===== config.mk =====
export PLATFORM = sky130hd
export DESIGN_NAME = multicycle_control_flat
export DESIGN_NICKNAME = d
export VERILOG_FILES = /design/src/rtl/mc_ctrl_pkg.sv /design/src/rtl/multicycle_control_if.sv /design/src/rtl/mc_perf_counter.sv /design/src/rtl/multicycle_control.sv /design/src/flat_wrapper.sv
export SDC_FILE = /design/constraint.sdc
export NUM_CORES = 1
export LEC_CHECK = 0
export BUFFER_PORTS_ARGS = -buffer_cell sky130_fd_sc_hd__buf_2
export CAP_MARGIN = 20
export CORE_MARGIN = 2
export CORE_UTILIZATION = 49
export DETAILED_ROUTE_END_ITERATION = 16
export GPL_ROUTABILITY_DRIVEN = 0
export PLACE_DENSITY = 0.7
export SLEW_MARGIN = 40
export SYNTH_ARGS = -nofsm -noshare
export SYNTH_HDL_FRONTEND = slang
export SYNTH_SLANG_ARGS = --single-unit

===== constraint.sdc =====
create_clock -name clk -period 2.12 [get_ports clk]
set_clock_uncertainty 0.05 [all_clocks]
set_input_delay 0.106 -clock clk [delete_from_list [all_inputs] [get_ports clk]]
set_output_delay 0.106 -clock clk [all_outputs]
set_load 0.01 [all_outputs]

===== src/rtl/mc_ctrl_pkg.sv =====
// mc_ctrl_pkg: shared constants and types for the multicycle control unit.
//   - RISC-V opcode constants recognised in DECODE
//   - ALUOp encodings driven on alu_op
//   - State encoding (visible on state_o) and the state enum
//   - ctrl_t: the per-state control word, plus decode_state(), which maps a
//     state and latched opcode to that word
package mc_ctrl_pkg;

  localparam logic [6:0] OP_R      = 7'b0110011;
  localparam logic [6:0] OP_I      = 7'b0010011;
  localparam logic [6:0] OP_LOAD   = 7'b0000011;
  localparam logic [6:0] OP_STORE  = 7'b0100011;
  localparam logic [6:0] OP_BRANCH = 7'b1100011;
  localparam logic [6:0] OP_JAL    = 7'b1101111;

  localparam logic [1:0] ALUOP_ADD   = 2'b00;
  localparam logic [1:0] ALUOP_SUB   = 2'b01;
  localparam logic [1:0] ALUOP_RTYPE = 2'b10;

  localparam logic [3:0] ST_FETCH  = 4'd0;
  localparam logic [3:0] ST_DECODE = 4'd1;
  localparam logic [3:0] ST_EXEC   = 4'd2;
  localparam logic [3:0] ST_WB_ALU = 4'd3;
  localparam logic [3:0] ST_ADDR   = 4'd4;
  localparam logic [3:0] ST_MEM_RD = 4'd5;
  localparam logic [3:0] ST_WB_MEM = 4'd6;
  localparam logic [3:0] ST_MEM_WR = 4'd7;
  localparam logic [3:0] ST_BR     = 4'd8;
  localparam logic [3:0] ST_JMP    = 4'd9;
  localparam logic [3:0] ST_ERROR  = 4'd10;

  typedef enum logic [3:0] {
    S_FETCH  = ST_FETCH,
    S_DECODE = ST_DECODE,
    S_EXEC   = ST_EXEC,
    S_WB_ALU = ST_WB_ALU,
    S_ADDR   = ST_ADDR,
    S_MEM_RD = ST_MEM_RD,
    S_WB_MEM = ST_WB_MEM,
    S_MEM_WR = ST_MEM_WR,
    S_BR     = ST_BR,
    S_JMP    = ST_JMP,
    S_ERROR  = ST_ERROR
  } state_t;

  // Moore part of the outputs. 'fetch' and 'br' are not outputs themselves:
  // they qualify the two outputs that also depend on a live input
  // (ir_write/pc_write on mem_ready in FETCH, branch/pc_write on branch_flag in BR).
  typedef struct packed {
    logic       mem_read;
    logic       i_or_d;
    logic       mem_write;
    logic       alu_src;
    logic [1:0] alu_op;
    logic       mem_2_reg;
    logic       reg_write;
    logic       jump;
    logic       pc_write;
    logic       illegal;
    logic       fetch;
    logic       br;
  } ctrl_t;

  function automatic ctrl_t decode_state(input state_t s, input logic [6:0] op);
    ctrl_t c;
    c = '0;
    case (s)
      S_FETCH: begin
        c.mem_read = 1'b1;
        c.fetch    = 1'b1;
      end
      S_EXEC: begin
        c.alu_op  = ALUOP_RTYPE;
        c.alu_src = (op == OP_I);
      end
      S_WB_ALU: begin
        c.alu_op    = ALUOP_RTYPE;
        c.alu_src   = (op == OP_I);
        c.reg_write = 1'b1;
      end
      S_ADDR: begin
        c.alu_op  = ALUOP_ADD;
        c.alu_src = 1'b1;
      end
      S_MEM_RD: begin
        c.mem_read = 1'b1;
        c.i_or_d   = 1'b1;
      end
      S_WB_MEM: begin
        c.reg_write = 1'b1;
        c.mem_2_reg = 1'b1;
      end
      S_MEM_WR: begin
        c.mem_write = 1'b1;
        c.i_or_d    = 1'b1;
      end
      S_BR: begin
        c.alu_op = ALUOP_SUB;
        c.br     = 1'b1;
      end
      S_JMP: begin
        c.jump     = 1'b1;
        c.pc_write = 1'b1;
      end
      S_ERROR: c.illegal = 1'b1;
      default: c = '0;
    endcase
    return c;
  endfunction

endpackage


===== src/rtl/multicycle_control_if.sv =====
// multicycle_control_if: datapath <-> control unit signal bundle.
//   master : the control unit (drives strobes, reads opcode/flags/mem_ready)
//   slave  : the datapath/memory side
// Handshake: a memory access is requested by holding mem_read or mem_write
// (with i_or_d selecting the address) high; it completes in the first cycle
// the slave returns mem_ready=1 while the request is high. mem_ready seen
// with no request pending is ignored.
interface multicycle_control_if;
  logic [6:0] opcode;
  logic       branch_flag;
  logic       mem_ready;
  logic       pc_write;
  logic       ir_write;
  logic       i_or_d;
  logic       mem_read;
  logic       mem_write;
  logic       alu_src;
  logic [1:0] alu_op;
  logic       mem_2_reg;
  logic       reg_write;
  logic       branch;
  logic       jump;
  logic       illegal;

  modport master (
    input  opcode, branch_flag, mem_ready,
    output pc_write, ir_write, i_or_d, mem_read, mem_write, alu_src,
           alu_op, mem_2_reg, reg_write, branch, jump, illegal
  );

  modport slave (
    output opcode, branch_flag, mem_ready,
    input  pc_write, ir_write, i_or_d, mem_read, mem_write, alu_src,
           alu_op, mem_2_reg, reg_write, branch, jump, illegal
  );
endinterface


===== src/rtl/mc_perf_counter.sv =====
// mc_perf_counter: free-running cycle counter and retired-instruction counter.
// Ports:
//   clk, rst       clock, synchronous active-high reset (clears both counters)
//   retire_i       one-cycle pulse per instruction retired
//   cycle_cnt_o    +1 every non-reset cycle, wraps
//   instret_cnt_o  +1 per retire_i pulse, wraps
module mc_perf_counter #(
  parameter int CNT_W = 32
) (
  input  logic             clk,
  input  logic             rst,
  input  logic             retire_i,
  output logic [CNT_W-1:0] cycle_cnt_o,
  output logic [CNT_W-1:0] instret_cnt_o
);

  logic [CNT_W-1:0] cycle_q;
  logic [CNT_W-1:0] instret_q;

  always_ff @(posedge clk) begin
    if (rst) begin
      cycle_q   <= '0;
      instret_q <= '0;
    end else begin
      cycle_q <= cycle_q + 1'b1;
      if (retire_i) instret_q <= instret_q + 1'b1;
    end
  end

  assign cycle_cnt_o   = cycle_q;
  assign instret_cnt_o = instret_q;

endmodule


===== src/rtl/multicycle_control.sv =====
// multicycle_control: Moore control FSM for a multicycle RISC-V datapath
// (R/I-type ALU, load, store, branch, jal). Unknown opcodes and memory
// timeouts park the FSM in a sticky ERROR state until rst.
// Ports:
//   clk, rst        clock, synchronous active-high reset
//   ctrl_if         multicycle_control_if.master: opcode/branch_flag/mem_ready in,
//                   datapath strobes, alu_op and illegal out
//   state_o         current state encoding (debug)
//   cycle_cnt,      performance counters, present only when the macro
//   instret_cnt     MULTICYCLE_PERF_CNT_EN is defined
// Parameters: TIMEOUT_CYCLES (1..255) memory wait limit, CNT_W counter width.
module multicycle_control
  import mc_ctrl_pkg::*;
#(
  parameter int TIMEOUT_CYCLES = 16,
  parameter int CNT_W          = 32
) (
  input  logic                       clk,
  input  logic                       rst,
  multicycle_control_if.master       ctrl_if,
  output logic [3:0]                 state_o
`ifdef MULTICYCLE_PERF_CNT_EN
  ,
  output logic [CNT_W-1:0]           cycle_cnt,
  output logic [CNT_W-1:0]           instret_cnt
`endif
);

  // Timeout fires in the cycle the wait counter would reach TIMEOUT_CYCLES.
  localparam logic [7:0] WAIT_LAST = 8'(TIMEOUT_CYCLES - 1);

  state_t     state_q, state_d;
  logic [6:0] op_q, op_d;
  logic [7:0] wait_q, wait_d;
  ctrl_t      ctrl_q, ctrl_d;
  logic       timeout;

  always_comb begin
    state_d = state_q;
    op_d    = op_q;
    // mem_ready in the limit cycle wins over the timeout.
    timeout = !ctrl_if.mem_ready && (wait_q == WAIT_LAST);
    case (state_q)
      S_FETCH: begin
        if (ctrl_if.mem_ready) state_d = S_DECODE;
        else if (timeout)      state_d = S_ERROR;
      end
      S_DECODE: begin
        op_d = ctrl_if.opcode;
        case (ctrl_if.opcode)
          OP_R, OP_I:        state_d = S_EXEC;
          OP_LOAD, OP_STORE: state_d = S_ADDR;
          OP_BRANCH:         state_d = S_BR;
          OP_JAL:            state_d = S_JMP;
          default:           state_d = S_ERROR;
        endcase
      end
      S_EXEC:   state_d = S_WB_ALU;
      S_WB_ALU: state_d = S_FETCH;
      S_ADDR:   state_d = (op_q == OP_LOAD) ? S_MEM_RD : S_MEM_WR;
      S_MEM_RD: begin
        if (ctrl_if.mem_ready) state_d = S_WB_MEM;
        else if (timeout)      state_d = S_ERROR;
      end
      S_WB_MEM: state_d = S_FETCH;
      S_MEM_WR: begin
        if (ctrl_if.mem_ready) state_d = S_FETCH;
        else if (timeout)      state_d = S_ERROR;
      end
      S_BR:     state_d = S_FETCH;
      S_JMP:    state_d = S_FETCH;
      S_ERROR:  state_d = S_ERROR;
      default:  state_d = S_ERROR;
    endcase

    // Counts only while waiting in a memory state; any state change clears it,
    // so each entry into FETCH/MEM_RD/MEM_WR starts from zero.
    if ((state_d == state_q) && (state_q inside {S_FETCH, S_MEM_RD, S_MEM_WR}))
      wait_d = wait_q + 8'd1;
    else
      wait_d = 8'd0;

    ctrl_d = decode_state(state_d, op_d);
  end

  // Outputs are registered: ctrl_q always equals decode_state(state_q, op_q).
  always_ff @(posedge clk) begin
    if (rst) begin
      state_q <= S_FETCH;
      op_q    <= '0;
      wait_q  <= '0;
      ctrl_q  <= decode_state(S_FETCH, 7'd0);
    end else begin
      state_q <= state_d;
      op_q    <= op_d;
      wait_q  <= wait_d;
      ctrl_q  <= ctrl_d;
    end
  end

  // rst gates every output combinationally so nothing leaks while it is held,
  // including the partially completed instruction it abandons.
  assign state_o           = rst ? S_FETCH : state_q;
  assign ctrl_if.mem_read  = !rst && ctrl_q.mem_read;
  assign ctrl_if.i_or_d    = !rst && ctrl_q.i_or_d;
  assign ctrl_if.mem_write = !rst && ctrl_q.mem_write;
  assign ctrl_if.alu_src   = !rst && ctrl_q.alu_src;
  assign ctrl_if.alu_op    = rst ? ALUOP_ADD : ctrl_q.alu_op;
  assign ctrl_if.mem_2_reg = !rst && ctrl_q.mem_2_reg;
  assign ctrl_if.reg_write = !rst && ctrl_q.reg_write;
  assign ctrl_if.jump      = !rst && ctrl_q.jump;
  assign ctrl_if.illegal   = !rst && ctrl_q.illegal;
  assign ctrl_if.ir_write  = !rst && ctrl_q.fetch && ctrl_if.mem_ready;
  assign ctrl_if.branch    = !rst && ctrl_q.br && ctrl_if.branch_flag;
  assign ctrl_if.pc_write  = !rst && (ctrl_q.pc_write ||
                                      (ctrl_q.fetch && ctrl_if.mem_ready) ||
                                      (ctrl_q.br && ctrl_if.branch_flag));

`ifdef MULTICYCLE_PERF_CNT_EN
  logic             retire;
  logic [CNT_W-1:0] cycle_raw, instret_raw;

  // FETCH is only re-entered from a completing state (WB_ALU, WB_MEM,
  // MEM_WR, BR, JMP); staying in FETCH is not a retire.
  assign retire = (state_d == S_FETCH) && (state_q != S_FETCH);

  mc_perf_counter #(.CNT_W(CNT_W)) u_perf (
    .clk           (clk),
    .rst           (rst),
    .retire_i      (retire),
    .cycle_cnt_o   (cycle_raw),
    .instret_cnt_o (instret_raw)
  );

  assign cycle_cnt   = rst ? '0 : cycle_raw;
  assign instret_cnt = rst ? '0 : instret_raw;
`endif

endmodule

===== src/flat_wrapper.sv =====
// flat-port wrapper written by rule: the top's interface ports become plain ports
module multicycle_control_flat import mc_ctrl_pkg::*;
#(
  parameter int TIMEOUT_CYCLES = 16,
  parameter int CNT_W          = 32
)
  (clk, rst, state_o, ctrl_if_opcode, ctrl_if_branch_flag, ctrl_if_mem_ready, ctrl_if_pc_write, ctrl_if_ir_write, ctrl_if_i_or_d, ctrl_if_mem_read, ctrl_if_mem_write, ctrl_if_alu_src, ctrl_if_alu_op, ctrl_if_mem_2_reg, ctrl_if_reg_write, ctrl_if_branch, ctrl_if_jump, ctrl_if_illegal);
  multicycle_control_if ctrl_if_i ();
  input  logic clk;
  input  logic rst;
  output logic [3:0] state_o;
  input wire logic [$bits(ctrl_if_i.opcode)-1:0] ctrl_if_opcode;
  input wire logic [$bits(ctrl_if_i.branch_flag)-1:0] ctrl_if_branch_flag;
  input wire logic [$bits(ctrl_if_i.mem_ready)-1:0] ctrl_if_mem_ready;
  output wire logic [$bits(ctrl_if_i.pc_write)-1:0] ctrl_if_pc_write;
  output wire logic [$bits(ctrl_if_i.ir_write)-1:0] ctrl_if_ir_write;
  output wire logic [$bits(ctrl_if_i.i_or_d)-1:0] ctrl_if_i_or_d;
  output wire logic [$bits(ctrl_if_i.mem_read)-1:0] ctrl_if_mem_read;
  output wire logic [$bits(ctrl_if_i.mem_write)-1:0] ctrl_if_mem_write;
  output wire logic [$bits(ctrl_if_i.alu_src)-1:0] ctrl_if_alu_src;
  output wire logic [$bits(ctrl_if_i.alu_op)-1:0] ctrl_if_alu_op;
  output wire logic [$bits(ctrl_if_i.mem_2_reg)-1:0] ctrl_if_mem_2_reg;
  output wire logic [$bits(ctrl_if_i.reg_write)-1:0] ctrl_if_reg_write;
  output wire logic [$bits(ctrl_if_i.branch)-1:0] ctrl_if_branch;
  output wire logic [$bits(ctrl_if_i.jump)-1:0] ctrl_if_jump;
  output wire logic [$bits(ctrl_if_i.illegal)-1:0] ctrl_if_illegal;
  assign ctrl_if_i.opcode = ctrl_if_opcode;
  assign ctrl_if_i.branch_flag = ctrl_if_branch_flag;
  assign ctrl_if_i.mem_ready = ctrl_if_mem_ready;
  assign ctrl_if_pc_write = ctrl_if_i.pc_write;
  assign ctrl_if_ir_write = ctrl_if_i.ir_write;
  assign ctrl_if_i_or_d = ctrl_if_i.i_or_d;
  assign ctrl_if_mem_read = ctrl_if_i.mem_read;
  assign ctrl_if_mem_write = ctrl_if_i.mem_write;
  assign ctrl_if_alu_src = ctrl_if_i.alu_src;
  assign ctrl_if_alu_op = ctrl_if_i.alu_op;
  assign ctrl_if_mem_2_reg = ctrl_if_i.mem_2_reg;
  assign ctrl_if_reg_write = ctrl_if_i.reg_write;
  assign ctrl_if_branch = ctrl_if_i.branch;
  assign ctrl_if_jump = ctrl_if_i.jump;
  assign ctrl_if_illegal = ctrl_if_i.illegal;
  multicycle_control #(.TIMEOUT_CYCLES(TIMEOUT_CYCLES), .CNT_W(CNT_W)) u_core (.clk(clk), .rst(rst), .ctrl_if(ctrl_if_i), .state_o(state_o));
endmodule

==> results.md, run 1 <==
- The detail route stage leaves a number of antenna-violating nets equal to 0.
- The first global-routing pass estimated between 5000 and 6000 um of wire.
- The clock net sink count is 31.
- Power spread over the standard cell area amounts to 696 nW/um^2.
- The placeable core region is around 3000 um^2.
- TritonCTS built the clock tree.
- The total of flip-flops plus latches after synthesis is 31.
- The slowest stage cell on the critical path is sky130_fd_sc_hd__or4b_4.
- The startpoint type of the worst setup path is a flip-flop.
- The vertical extent of the die is between 60 and 70 um.
- The detailed router's first-iteration violation count is just under 60.
- The worst setup path category is reg2reg.
- The clock insertion delay at the later pin of the skew report is between 0.3 and 0.4 ns.
- The repair_antennas step left the layout with diodes totalling 0.
- Across the VDD grid, the largest voltage drop is 0.340 mV.
- The fmax is between 500 and 600 MHz.
- The final instance count without filler cells is approximately 250.
- The worst-margin pin slew is just under 0.5 ns.
- Data arrives at the worst endpoint at 2.20 ns.
- After detailed routing, the number of remaining DRC violations is 0.
- Summed over all cells, the static leakage comes to roughly 0.77 nW.
- The number of hold-slack violations in the final timing report is 0.
- The start of the worst register-to-register path is u_core.state_q[0].
- The summed instance area of the synthesized netlist is between 1500 and 2000 um^2.
- Measured against the total synthesized area, the mux share comes to approximately 1.3%.
- The total grt overflow is 0.
- The die area is between 3000 and 4000 um^2.
- Sequential elements use between 30% and 40% of the synthesized area.
- Sorting the synthesized cells by how often they occur yields sky130_fd_sc_hd__dfxtp_1, sky130_fd_sc_hd__nand2_1, sky130_fd_sc_hd__nor2_1, sky130_fd_sc_hd__nor2b_1, sky130_fd_sc_hd__a21oi_1.
- Setup violations remaining at the end of the flow were counted as 0.
- The largest total area in the synthesized netlist belongs to sky130_fd_sc_hd__dfxtp_1.
- After Yosys synthesis, and, or, nand and nor cells account for between 30% and 40% of the synthesized area.
- The time the worst path needs with I/O delays and setup is 1.98 ns.
- Synthesis handed over a netlist of 170 instances.
- The routed length per placed instance is between 10 and 15 um.
- CTS built an H-tree with a depth of 2.
- At the end of the flow, the number of nets in the layout was about 220.
- Clock tree synthesis selected as its root buffer the cell sky130_fd_sc_hd__clkbuf_4.
- In this run, synthesis inferred 0 flip-flops with an integrated enable.
- Setup repair after global routing left no endpoint under its margin.
- The net count after synthesis is approximately 180.
- The largest net degree at the start of global routing is 22.
- For this run, the leading register cell type out of synthesis is sky130_fd_sc_hd__dfxtp_1.
- Summing internal, switching and leakage power gives 1.32 mW.
- The tightest min-delay check is of the in2reg type.
- Walking the worst path, the cells encountered are or4b_4 > o31ai_2 > a21oi_2 > or4_1 > mux2i_1.
- The detailed-placement wirelength estimate is 2340 um.
- STA puts the critical path data required time at 2.34 ns.
- The clock-pin slew reported for the worst setup and hold paths after clock tree synthesis is around 0.1 ns.
- The area of all placed cells without fillers is approximately 1900 um^2.
- The effective utilization at floorplan is 51.5%.
- In this run the most critical hold path is launched from ctrl_if_opcode[0].
- The flow ran to the end, and the final reports show no timing, DRC or antenna violations.
- The dominant combinational cell family by area after synthesis is simple AND/OR/NAND/NOR gates.
- The fraction of layout cells with a size suffix above 1 is 34.3%.
- The total count of max-transition violations in the final report is 0.
- The number of placement rows is 20.
- The post-route fraction of the period consumed by the critical path is around 93%.
- The biggest cell delay along the critical path is about 0.53 ns.
- Counting along the longest clock path gives a buffer depth of 2.
- The total cell area at the placement stage is approximately 1700 um^2.
- Yosys attributes the largest share of cell area to sky130_fd_sc_hd__dfxtp_1, sky130_fd_sc_hd__nor2b_1, sky130_fd_sc_hd__nand2_1, sky130_fd_sc_hd__nor2_2, sky130_fd_sc_hd__nor2_1.
- The die is slightly above 60 um wide.
- The sum of negative setup slack is 0 ns.
- The instance count after placement with tap cells included is about 240.
- The worst setup path is captured at a flip-flop.
- In the global route stage, overall resource usage came out at between 20 and 25%.
- The initial antenna violation count is 0.
- The area fraction in compound gates after synthesis is about 15%.
- From synthesis to final layout, the design area changed by 21.3%.
- The share of synthesized registers carrying an async set or reset is 0%.
- The first detailed-routing pass took 4 iterations.
- The most common cell in the synthesized netlist is sky130_fd_sc_hd__dfxtp_1.
- During I/O placement, the number of pins put on the boundary was 28.
- The average via count per standard cell is ~5.3.
- The top cell type's share of synthesized area is 39.8%.
- The tool flagged a number of max-cap violations equal to 0.
- The post-synthesis share of cell area spent on full adders, half adders and majority gates is less than 1%.
- Summed over all layers, the routed wires come to 3240 um.
- The number of warnings reported in the yosys synthesis log is 0.
- The peak fanout along the critical path is 6.
- After synthesis, the mean cell area works out to approximately 9.2 um^2.
- Cells fill a little over three fifths of the core in the end.
- The number of global-route vias before repair is ~1,300.
- After Yosys synthesis, XOR and XNOR cells account for ~3.4% of the synthesized area.
- Counting distinct cell types in the post-synthesis netlist gives between 50 and 60.
- Clock tree synthesis inserted a total of 5 buffers.
- The worst slew margin relative to its limit is around two thirds.
- Tracing the worst setup path back leads to its startpoint at u_core.state_q[0].
- The total via count in the routed design is approximately 1,400.
- The quantity of I/O buffers inserted on ports is 27.
cell usage in the layout, fill, tap and decap left out, types with 3 or more instances in the layout:
master,count
sky130_fd_sc_hd__dfxtp_1,29
sky130_fd_sc_hd__buf_2,27
sky130_fd_sc_hd__nand2_1,19
sky130_fd_sc_hd__nor2_1,14
sky130_fd_sc_hd__nor2b_1,14
sky130_fd_sc_hd__a21oi_1,10
sky130_fd_sc_hd__nor2_2,8
sky130_fd_sc_hd__buf_4,8
sky130_fd_sc_hd__dlygate4sd3_1,6
sky130_fd_sc_hd__inv_1,5
sky130_fd_sc_hd__nor3_1,5
sky130_fd_sc_hd__clkbuf_4,5
sky130_fd_sc_hd__nand3_1,3
sky130_fd_sc_hd__xor2_1,3
sky130_fd_sc_hd__xnor2_1,3
worst max-delay path: cells and delay by family (launching register included):
family           cells  cell delay, ns
AND/OR/NAND/NOR      2            0.96
flip-flops           1            0.43
AO/OA/AOI/OAI        2            0.35
multiplexers         1            0.15
flip-flops by register name, summed over array words and instances (netlist names):
name            cells
u_core.op_q         7
u_core.ctrl_q      12
u_core.state_q      4
u_core.wait_q       8
cell type report:
cell class | instances | area [um^2]
Sequential cell | 31 | 623
Timing Repair Buffer | 41 | 255
Clock inverter | 1 | 5.00
Multi-Input combinational cell | 126 | 882
Fill cell | 261 | 1140
Inverter | 5 | 18.8
Tap cell | 44 | 55.1
Clock buffer | 6 | 51.3
cells by family after synthesis:
| logic type | after synthesis |
|---|---|
| XOR/XNOR | 6 |
| multiplexers | 2 |
| AO/OA/AOI/OAI | 27 |
| buffers and inverters | 13 |
| AND/OR/NAND/NOR | 90 |
| flip-flops | 31 |
| adder cells (fa/ha/maj) | 1 |
power by group:
| part | total, mW | switching (mW) | internal (mW) | leakage (nW) |
|---|---|---|---|---|
| Combinational | 0.320 | 0.178 | 0.142 | 0.480 |
| Sequential | 0.646 | 0.0234 | 0.622 | 0.253 |
| Clock | 0.350 | 0.197 | 0.153 | 0.0341 |
routing by layer:
layer  global-route usage (%)  share of wire, %
met2                     34.2                49
met3                     7.25               5.8
met5                        0                 0
met4                     10.5               2.8
met1                     22.8                42
repair_timing:
action,4_1_cts,5_1_grt
hold endpoints to repair,6,0
resized for setup,0,8
hold buffers,6,0
endpoints found under the setup margin,0,15
buffers inserted,0,0
per-stage QoR:
step           worst slack (ns)  hold WS [ns]
2_1_floorplan             0.143         0.192
3_3_place_gp              0.127         0.331
3_5_place_dp             0.0850         0.328
4_1_cts                  0.0759        0.0163
5_1_grt                  0.0130        0.0208
6_report                  0.140        0.0362
worst paths after layout:
path	to	slack [ns]	cells after the start
setup / recovery	u_core.ctrl_q[9]	0.14	5
setup reg to reg	u_core.ctrl_q[9]	0.14	5
hold reg to reg	u_core.wait_q[0]	0.41	1
hold / removal	u_core.op_q[0]	0.04	3
(Power assumes the default switching activity.)
==> run 2, diff against run 1 <==
Settings changed: CORE_UTILIZATION 49 to 59, PLACE_DENSITY 0.7 to 0.8.
Clock period 2.12 ns to 2.5 ns, I/O delays scaled along.
==> results.md, run 2 (synthesis gave the netlist of run 1 again) <==
- Outcome: finished clean (unchanged).
- The category of the worst setup path capture point was a flip-flop (unchanged).
- The total cell area at the placement stage is 1680 um^2 (was 1740 um^2).
- The biggest cell delay along the critical path is 0.65 ns (was 0.53 ns).
- The flip-flop count of the largest register, all copies and words added was 12 (unchanged).
- The number of nets in the layout is 211 (was 222).
- Setup repair after global routing missed its margin: no (unchanged).
- The placeable core region came to 2500 um^2 (was 3030 um^2).
- The most common cell after layout, fill and taps aside is sky130_fd_sc_hd__dfxtp_1 (unchanged).
- The maximum vdd drop is 0.477 mV (was 0.340 mV).
- The total grt overflow is 0 (unchanged).
- The clock-pin slew reported for the worst setup and hold paths after clock tree synthesis is 0.09 ns (was 0.10 ns).
- The global-route wire length before repair is 5300 um (was 5340 um).
- The chip width came to 55.4 um (was 60.4 um).
- The routed length per placed instance is 13.8 um (was 12.8 um).
- The slowest stage cell on the critical path is sky130_fd_sc_hd__or4b_4 (unchanged).
- The total of cells resized after clock tree synthesis came to 0 (unchanged).
- The total via count in the routed design is 1,311 (was 1,355).
- The number of global-route vias before repair is 1,207 (was 1,252).
- The H-tree depth came to 2 (unchanged).
- The instance count after placement with tap cells included came to 221 (was 241).
- The vertical extent of the die is 55.4 um (was 60.4 um).
- Top Registers: u_core.ctrl_q (12), u_core.wait_q (8), u_core.op_q (7) (unchanged).
- The total clock buffers created by CTS is 5 (unchanged).
- The number of remaining DRC errors is 0 (unchanged).
- The post-CTS setup-driven buffer insertion count came to 0 (unchanged).
- The worst setup path category was reg2reg (unchanged).
- The fmax is 459 MHz (was 505 MHz).
- The combined buffer and inverter count along the critical path came to 0 (unchanged).
- The detailed-placement wirelength estimate was 2320 um (was 2340 um).
- The number of diodes is 0 (unchanged).
- The time the worst path needs with I/O delays and setup was 2.18 ns (was 1.98 ns).
- The path type of the worst min-delay path was in2reg (unchanged).
- The overall routing resource usage was 21.9% (was 20.4%).
- The quantity of I/O buffers inserted on ports came to 27 (unchanged).
- The number of hold-slack violations in the final timing report is 0 (unchanged).
- The number of setup violations in the final report came to 0 (unchanged).
- The final instance count without filler cells is 228 (was 254).
- The buffer depth of the longest clock path is 2 (unchanged).
- The worst-margin pin slew is 0.591 ns (was 0.485 ns).
- The area of all placed cells without fillers came to 1730 um^2 (was 1890 um^2).
- The total power after layout came to 1.04 mW (was 1.32 mW).
- The clock net sink count is 31 (unchanged).
- The fraction of layout cells with a size suffix above 1 is 30.3% (was 34.3%).
- The total length of routed wires is 3140 um (was 3240 um).
- The total count of max-transition violations in the final report is 0 (unchanged).
- The post-route fraction of the period consumed by the critical path came to 87.2% (was 93.4%).
- The kind of cell adding the most delay to the critical path is simple AND/OR/NAND/NOR gates (unchanged).
- The startpoint type of the worst setup path is a flip-flop (unchanged).
- The average via count per standard cell is 5.75 (was 5.33).
- The number of placement rows came to 18 (was 20).
- The required time at the worst-slack endpoint came to 2.72 ns (was 2.34 ns).
- The number of maximum-capacitance violations is 0 (unchanged).
- The arrival time of the worst setup path is 2.40 ns (was 2.20 ns).
- The total iterations of the first detailed-routing run came to 4 (unchanged).
- The total power divided by cell area is 599 nW/um^2 (was 696 nW/um^2).
- The largest net degree at the start of global routing is 37 (was 22).
- The effective utilization at floorplan is 62.4% (was 51.5%).
- The die area is 3070 um^2 (was 3650 um^2).
- The area growth from synthesis to final layout is 11.1% (was 21.3%).
- The worst slew margin relative to its limit came to 60.6% (was 67.4%).
- Commonest cells after routing, fill and taps aside: sky130_fd_sc_hd__dfxtp_1, sky130_fd_sc_hd__buf_2, sky130_fd_sc_hd__nand2_1 (unchanged).
- The count of nets left with antenna violations after detail routing was 0 (unchanged).
- The share of the core filled with cells is 69.3% (was 62.4%).
- The peak fanout along the critical path is 11 (was 6).
- The I/O pin total was 28 (unchanged).
- The root buffer cell was sky130_fd_sc_hd__clkbuf_4 (unchanged).
- The CTS tree is done (unchanged).
- The clock insertion delay at the later pin of the skew report is 0.33 ns (about the same).
- The initial antenna violation count is 0 (unchanged).
- The sum of negative setup slack came to 0 ns (unchanged).
- The register ranked first by flip-flop count is u_core.ctrl_q (unchanged).
- The detailed router's first-iteration violation count is 61 (was 59).
- The hold buffer count at CTS came to 1 (was 6).
- The total leakage power came to 0.703 nW (was 0.767 nW).
- The count of fill cells added during filler insertion is 215 (was 261).
- CP Cell Sequence: or4b_4 > o31ai_2 > a21oi_2 > or4_1 > mux2i_1 (unchanged).
[run 2: cell types whose count changed in the layout (fill, tap and decap cells not counted), moves of 2 or more]
cell,change
sky130_fd_sc_hd__buf_4,-6
sky130_fd_sc_hd__dlygate4sd3_1,-5
sky130_fd_sc_hd__dfxtp_1,+2
sky130_fd_sc_hd__dfxtp_2,-2
[run 2: per-layer routing]
layer,global-route usage [%],wire (um)
met1,26.4,1300
met2,35.5,1620
met3,7.49,183
met4,9.06,30
met5,0,0
[run 2: layout make-up]
type                            instances  area, um^2  area share (%)
Multi-Input combinational cell        126         853            49.3
Sequential cell                        31         621            35.8
Timing Repair Buffer                   30         160            9.25
Clock buffer                            6        41.3            2.38
Tap cell                               30        37.5            2.17
Inverter                                5        18.8            1.08
[run 2: report_power, final]
| group | total, mW | internal, mW | switching, mW |
|---|---|---|---|
| Combinational | 0.239 | 0.0993 | 0.140 |
| Clock | 0.250 | 0.0997 | 0.150 |
| Sequential | 0.549 | 0.527 | 0.0216 |
[run 2: worst register-to-register path: stages, from the launching register on]
cell	delay [ns]
sky130_fd_sc_hd__dfxtp_1	0.42
sky130_fd_sc_hd__or4b_4	0.65
sky130_fd_sc_hd__o31ai_2	0.30
sky130_fd_sc_hd__a21oi_2	0.12
sky130_fd_sc_hd__or4_1	0.44
sky130_fd_sc_hd__mux2i_1	0.13
[run 2: final timing paths]
path	from	endpoint	slack, ns	cells past startpoint
worst max-delay path	u_core.state_q[2]	u_core.ctrl_q[9]	0.32	5
worst min-delay path	ctrl_if_opcode[6]	u_core.op_q[6]	0.02	3
worst max register to register	u_core.state_q[2]	u_core.ctrl_q[9]	0.32	5
worst min register to register	u_core.wait_q[0]	u_core.wait_q[0]	0.41	1
[run 2: per-stage QoR]
| stage | hold slack (ns) | worst slack (ns) |
|---|---|---|
| after global placement | 0.349 | 0.394 |
| final | 0.0208 | 0.321 |
| after global routing | 0.0183 | 0.180 |
| after CTS | 0.0104 | 0.309 |
| after floorplan | 0.211 | 0.523 |
| after detailed placement | 0.352 | 0.339 |
==> run 3, diff against run 2 <==
Settings changed: HOLD_SLACK_MARGIN from default to 0.05.
==> results.md, run 3 (synthesis gave the netlist of run 1 again) <==
- Outcome: finished clean (unchanged).
- The register ranked first by flip-flop count was u_core.ctrl_q (unchanged).
- The flip-flop count of the largest register, all copies and words added is 12 (unchanged).
- The worst min-delay path endpoint is u_core.state_q[2] (was u_core.op_q[6]).
- The total iterations of the first detailed-routing run was 4 (unchanged).
- The total power divided by cell area is 583 nW/um^2 (was 599 nW/um^2).
- The number of diodes is 0 (unchanged).
- The time the worst path needs with I/O delays and setup was 2.19 ns (was 2.18 ns).
- The start of the worst register-to-register path is u_core.state_q[2] (unchanged).
- The maximum vdd drop is 0.477 mV (about the same).
- The number of global-route vias before repair is 1,252 (was 1,207).
- The area of all placed cells without fillers is 1790 um^2 (was 1730 um^2).
- The placeable core region came to 2500 um^2 (unchanged).
- The fmax is 457 MHz (was 459 MHz).
- The number of remaining DRC errors is 0 (unchanged).
- Commonest cells after routing, fill and taps aside: sky130_fd_sc_hd__dfxtp_1, sky130_fd_sc_hd__buf_2, sky130_fd_sc_hd__nand2_1 (unchanged).
- The cell depth of the worst min-delay path is 2 (was 3).
- The path type of the worst min-delay path was in2reg (unchanged).
- The total count of max-transition violations in the final report is 0 (unchanged).
- The root buffer cell is sky130_fd_sc_hd__clkbuf_4 (unchanged).
- The CTS tree is done (unchanged).
- The most common cell after layout, fill and taps aside is sky130_fd_sc_hd__dfxtp_1 (unchanged).
- The largest net degree at the start of global routing is 37 (unchanged).
- The total via count in the routed design came to 1,321 (was 1,311).
- The area occupied by registers is 621 um^2 (unchanged).
- The worst-margin pin slew is 0.588 ns (was 0.591 ns).
- The arrival time of the worst setup path was 2.40 ns (about the same).
- The count of fill cells added during filler insertion came to 209 (was 215).
- The sum of negative setup slack is 0 ns (unchanged).
- The routed length per placed instance is 13.8 um (about the same).
- The area growth from synthesis to final layout is 14.9% (was 11.1%).
- The worst setup path category is reg2reg (unchanged).
- The vertical extent of the die is 55.4 um (unchanged).
- The category of the worst setup path capture point is a flip-flop (unchanged).
- CP Cell Sequence: or4b_4 > o31ai_2 > a21oi_2 > or4_1 > mux2i_1 (unchanged).
- The number of cells on the worst reg-to-reg path is 5 (unchanged).
- The total cell area at the placement stage is 1680 um^2 (unchanged).
- The count of nets left with antenna violations after detail routing came to 0 (unchanged).
- The overall routing resource usage is 22.6% (was 21.9%).
- The total of cells resized after clock tree synthesis came to 0 (unchanged).
- The worst setup slack for register-to-register paths was 0.31 ns (was 0.32 ns).
- The startpoint type of the worst setup path is a flip-flop (unchanged).
- The detailed router's first-iteration violation count is 77 (was 61).
- The clock-pin slew reported for the worst setup and hold paths after clock tree synthesis is 0.09 ns (about the same).
- The clock net sink count is 31 (unchanged).
- The total power after layout is 1.05 mW (was 1.04 mW).
- The detailed-placement wirelength estimate was 2320 um (unchanged).
- The number of maximum-capacitance violations was 0 (unchanged).
- The total clock buffers created by CTS was 5 (unchanged).
- The final critical-path setup slack is 0.311 ns (was 0.321 ns).
- The number of placement rows is 18 (unchanged).
- The start point of the worst hold path is rst (was ctrl_if_opcode[6]).
- The total grt overflow was 0 (unchanged).
- The total leakage power is 0.728 nW (was 0.703 nW).
- The chip width was 55.4 um (unchanged).
- The startpoint of the worst setup timing path was u_core.state_q[2] (unchanged).
- The final hold slack came to 0.241 ns (was 0.0208 ns).
- The number of setup violations in the final report came to 0 (unchanged).
- Top Registers: u_core.ctrl_q (12), u_core.wait_q (8), u_core.op_q (7) (unchanged).
- Setup repair after global routing missed its margin: no (unchanged).
- The H-tree depth is 2 (unchanged).
- The quantity of I/O buffers inserted on ports is 27 (unchanged).
- The initial antenna violation count is 0 (unchanged).
- The effective utilization at floorplan was 62.4% (unchanged).
- The post-route fraction of the period consumed by the critical path is 87.5% (was 87.2%).
- The number of hold-slack violations in the final timing report is 0 (unchanged).
- The post-CTS setup-driven buffer insertion count came to 0 (unchanged).
- The buffer depth of the longest clock path is 2 (unchanged).
- The worst slack at placement is 0.339 ns (unchanged).
- The critical register-to-register path endpoint is u_core.ctrl_q[9] (unchanged).
- The global-route wire length before repair was 5470 um (was 5300 um).
- The die area came to 3070 um^2 (unchanged).
- The fraction of layout cells with a size suffix above 1 came to 29.4% (was 30.3%).
- The average via count per standard cell was 5.65 (was 5.75).
- The biggest cell delay along the critical path is 0.65 ns (about the same).
- The clock insertion delay at the later pin of the skew report is 0.33 ns (about the same).
- The slowest stage cell on the critical path is sky130_fd_sc_hd__or4b_4 (unchanged).
- The peak fanout along the critical path is 11 (unchanged).
- The I/O pin total is 28 (unchanged).
- The total length of routed wires came to 3230 um (was 3140 um).
- The worst slew margin relative to its limit came to 60.8% (was 60.6%).
- The number of nets in the layout is 217 (was 211).
- The required time at the worst-slack endpoint is 2.72 ns (about the same).
- The total area of multi-input combinational cells is 853 um^2 (unchanged).
==> run 3: cell count changes in the layout (fill, tap and decap cells not counted), sizes merged <==
cell         delta
dlygate4sd3     +6
==> run 3: per-stage QoR <==
step / std cells / util (%)
finish: 234 / 71.7
global route: 234 / 71.7
CTS: 234 / 71.7
detailed placement: 221 / 67.2
global placement: 221 / 67.2
floorplan: 170 / -
==> run 3: per-layer routing <==
metal  part of all wire, %  routed length, um  GRT usage [%]  up-vias
met4                  0.90                 29           8.36        0
met3                   5.2                169           7.96        4
met1                    43               1390           27.0      612
met5                     0                  0              0        -
li1                      -                  -              -      663
met2                    51               1650           37.4       42
==> run 3: final cells by class <==
type                            count  share of cell area [%]
Inverter                            5                    1.05
Multi-Input combinational cell    126                    47.6
Timing Repair Buffer               36                    12.3
Tap cell                           30                    2.09
Sequential cell                    31                    34.6
Clock buffer                        6                    2.30
==> run 3: timing repair <==
item,in CTS,in global routing
hold buffers,7,0
endpoints found under the hold margin,7,0
setup endpoints to repair,0,0
==> run 3: power by group <==
group          switching (mW)  total [mW]  internal, mW  leakage (nW)
clock network           0.150       0.250        0.0997        0.0242
logic                   0.142       0.248         0.105         0.452
registers              0.0212       0.548         0.527         0.252
total                   0.313        1.05         0.732         0.728
==> run 3: worst max-delay path, delay by kind of cell, from the launching register on <==
family	cells	cell delay [ns]
muxes	1	0.13
and+or+nand+nor	2	1.09
AOI/OAI and AO/OA	2	0.41
DFF	1	0.43
==> run 3: worst max-delay path by stage <==
stage / endpoint / depth (start not counted)
after floorplan: u_core.wait_q[2] / 7
after global placement: u_core.ctrl_q[9] / 5
after detailed placement: u_core.ctrl_q[9] / 5
after CTS: u_core.ctrl_q[9] / 5
after global routing: u_core.ctrl_q[6] / 5
final: u_core.ctrl_q[9] / 5
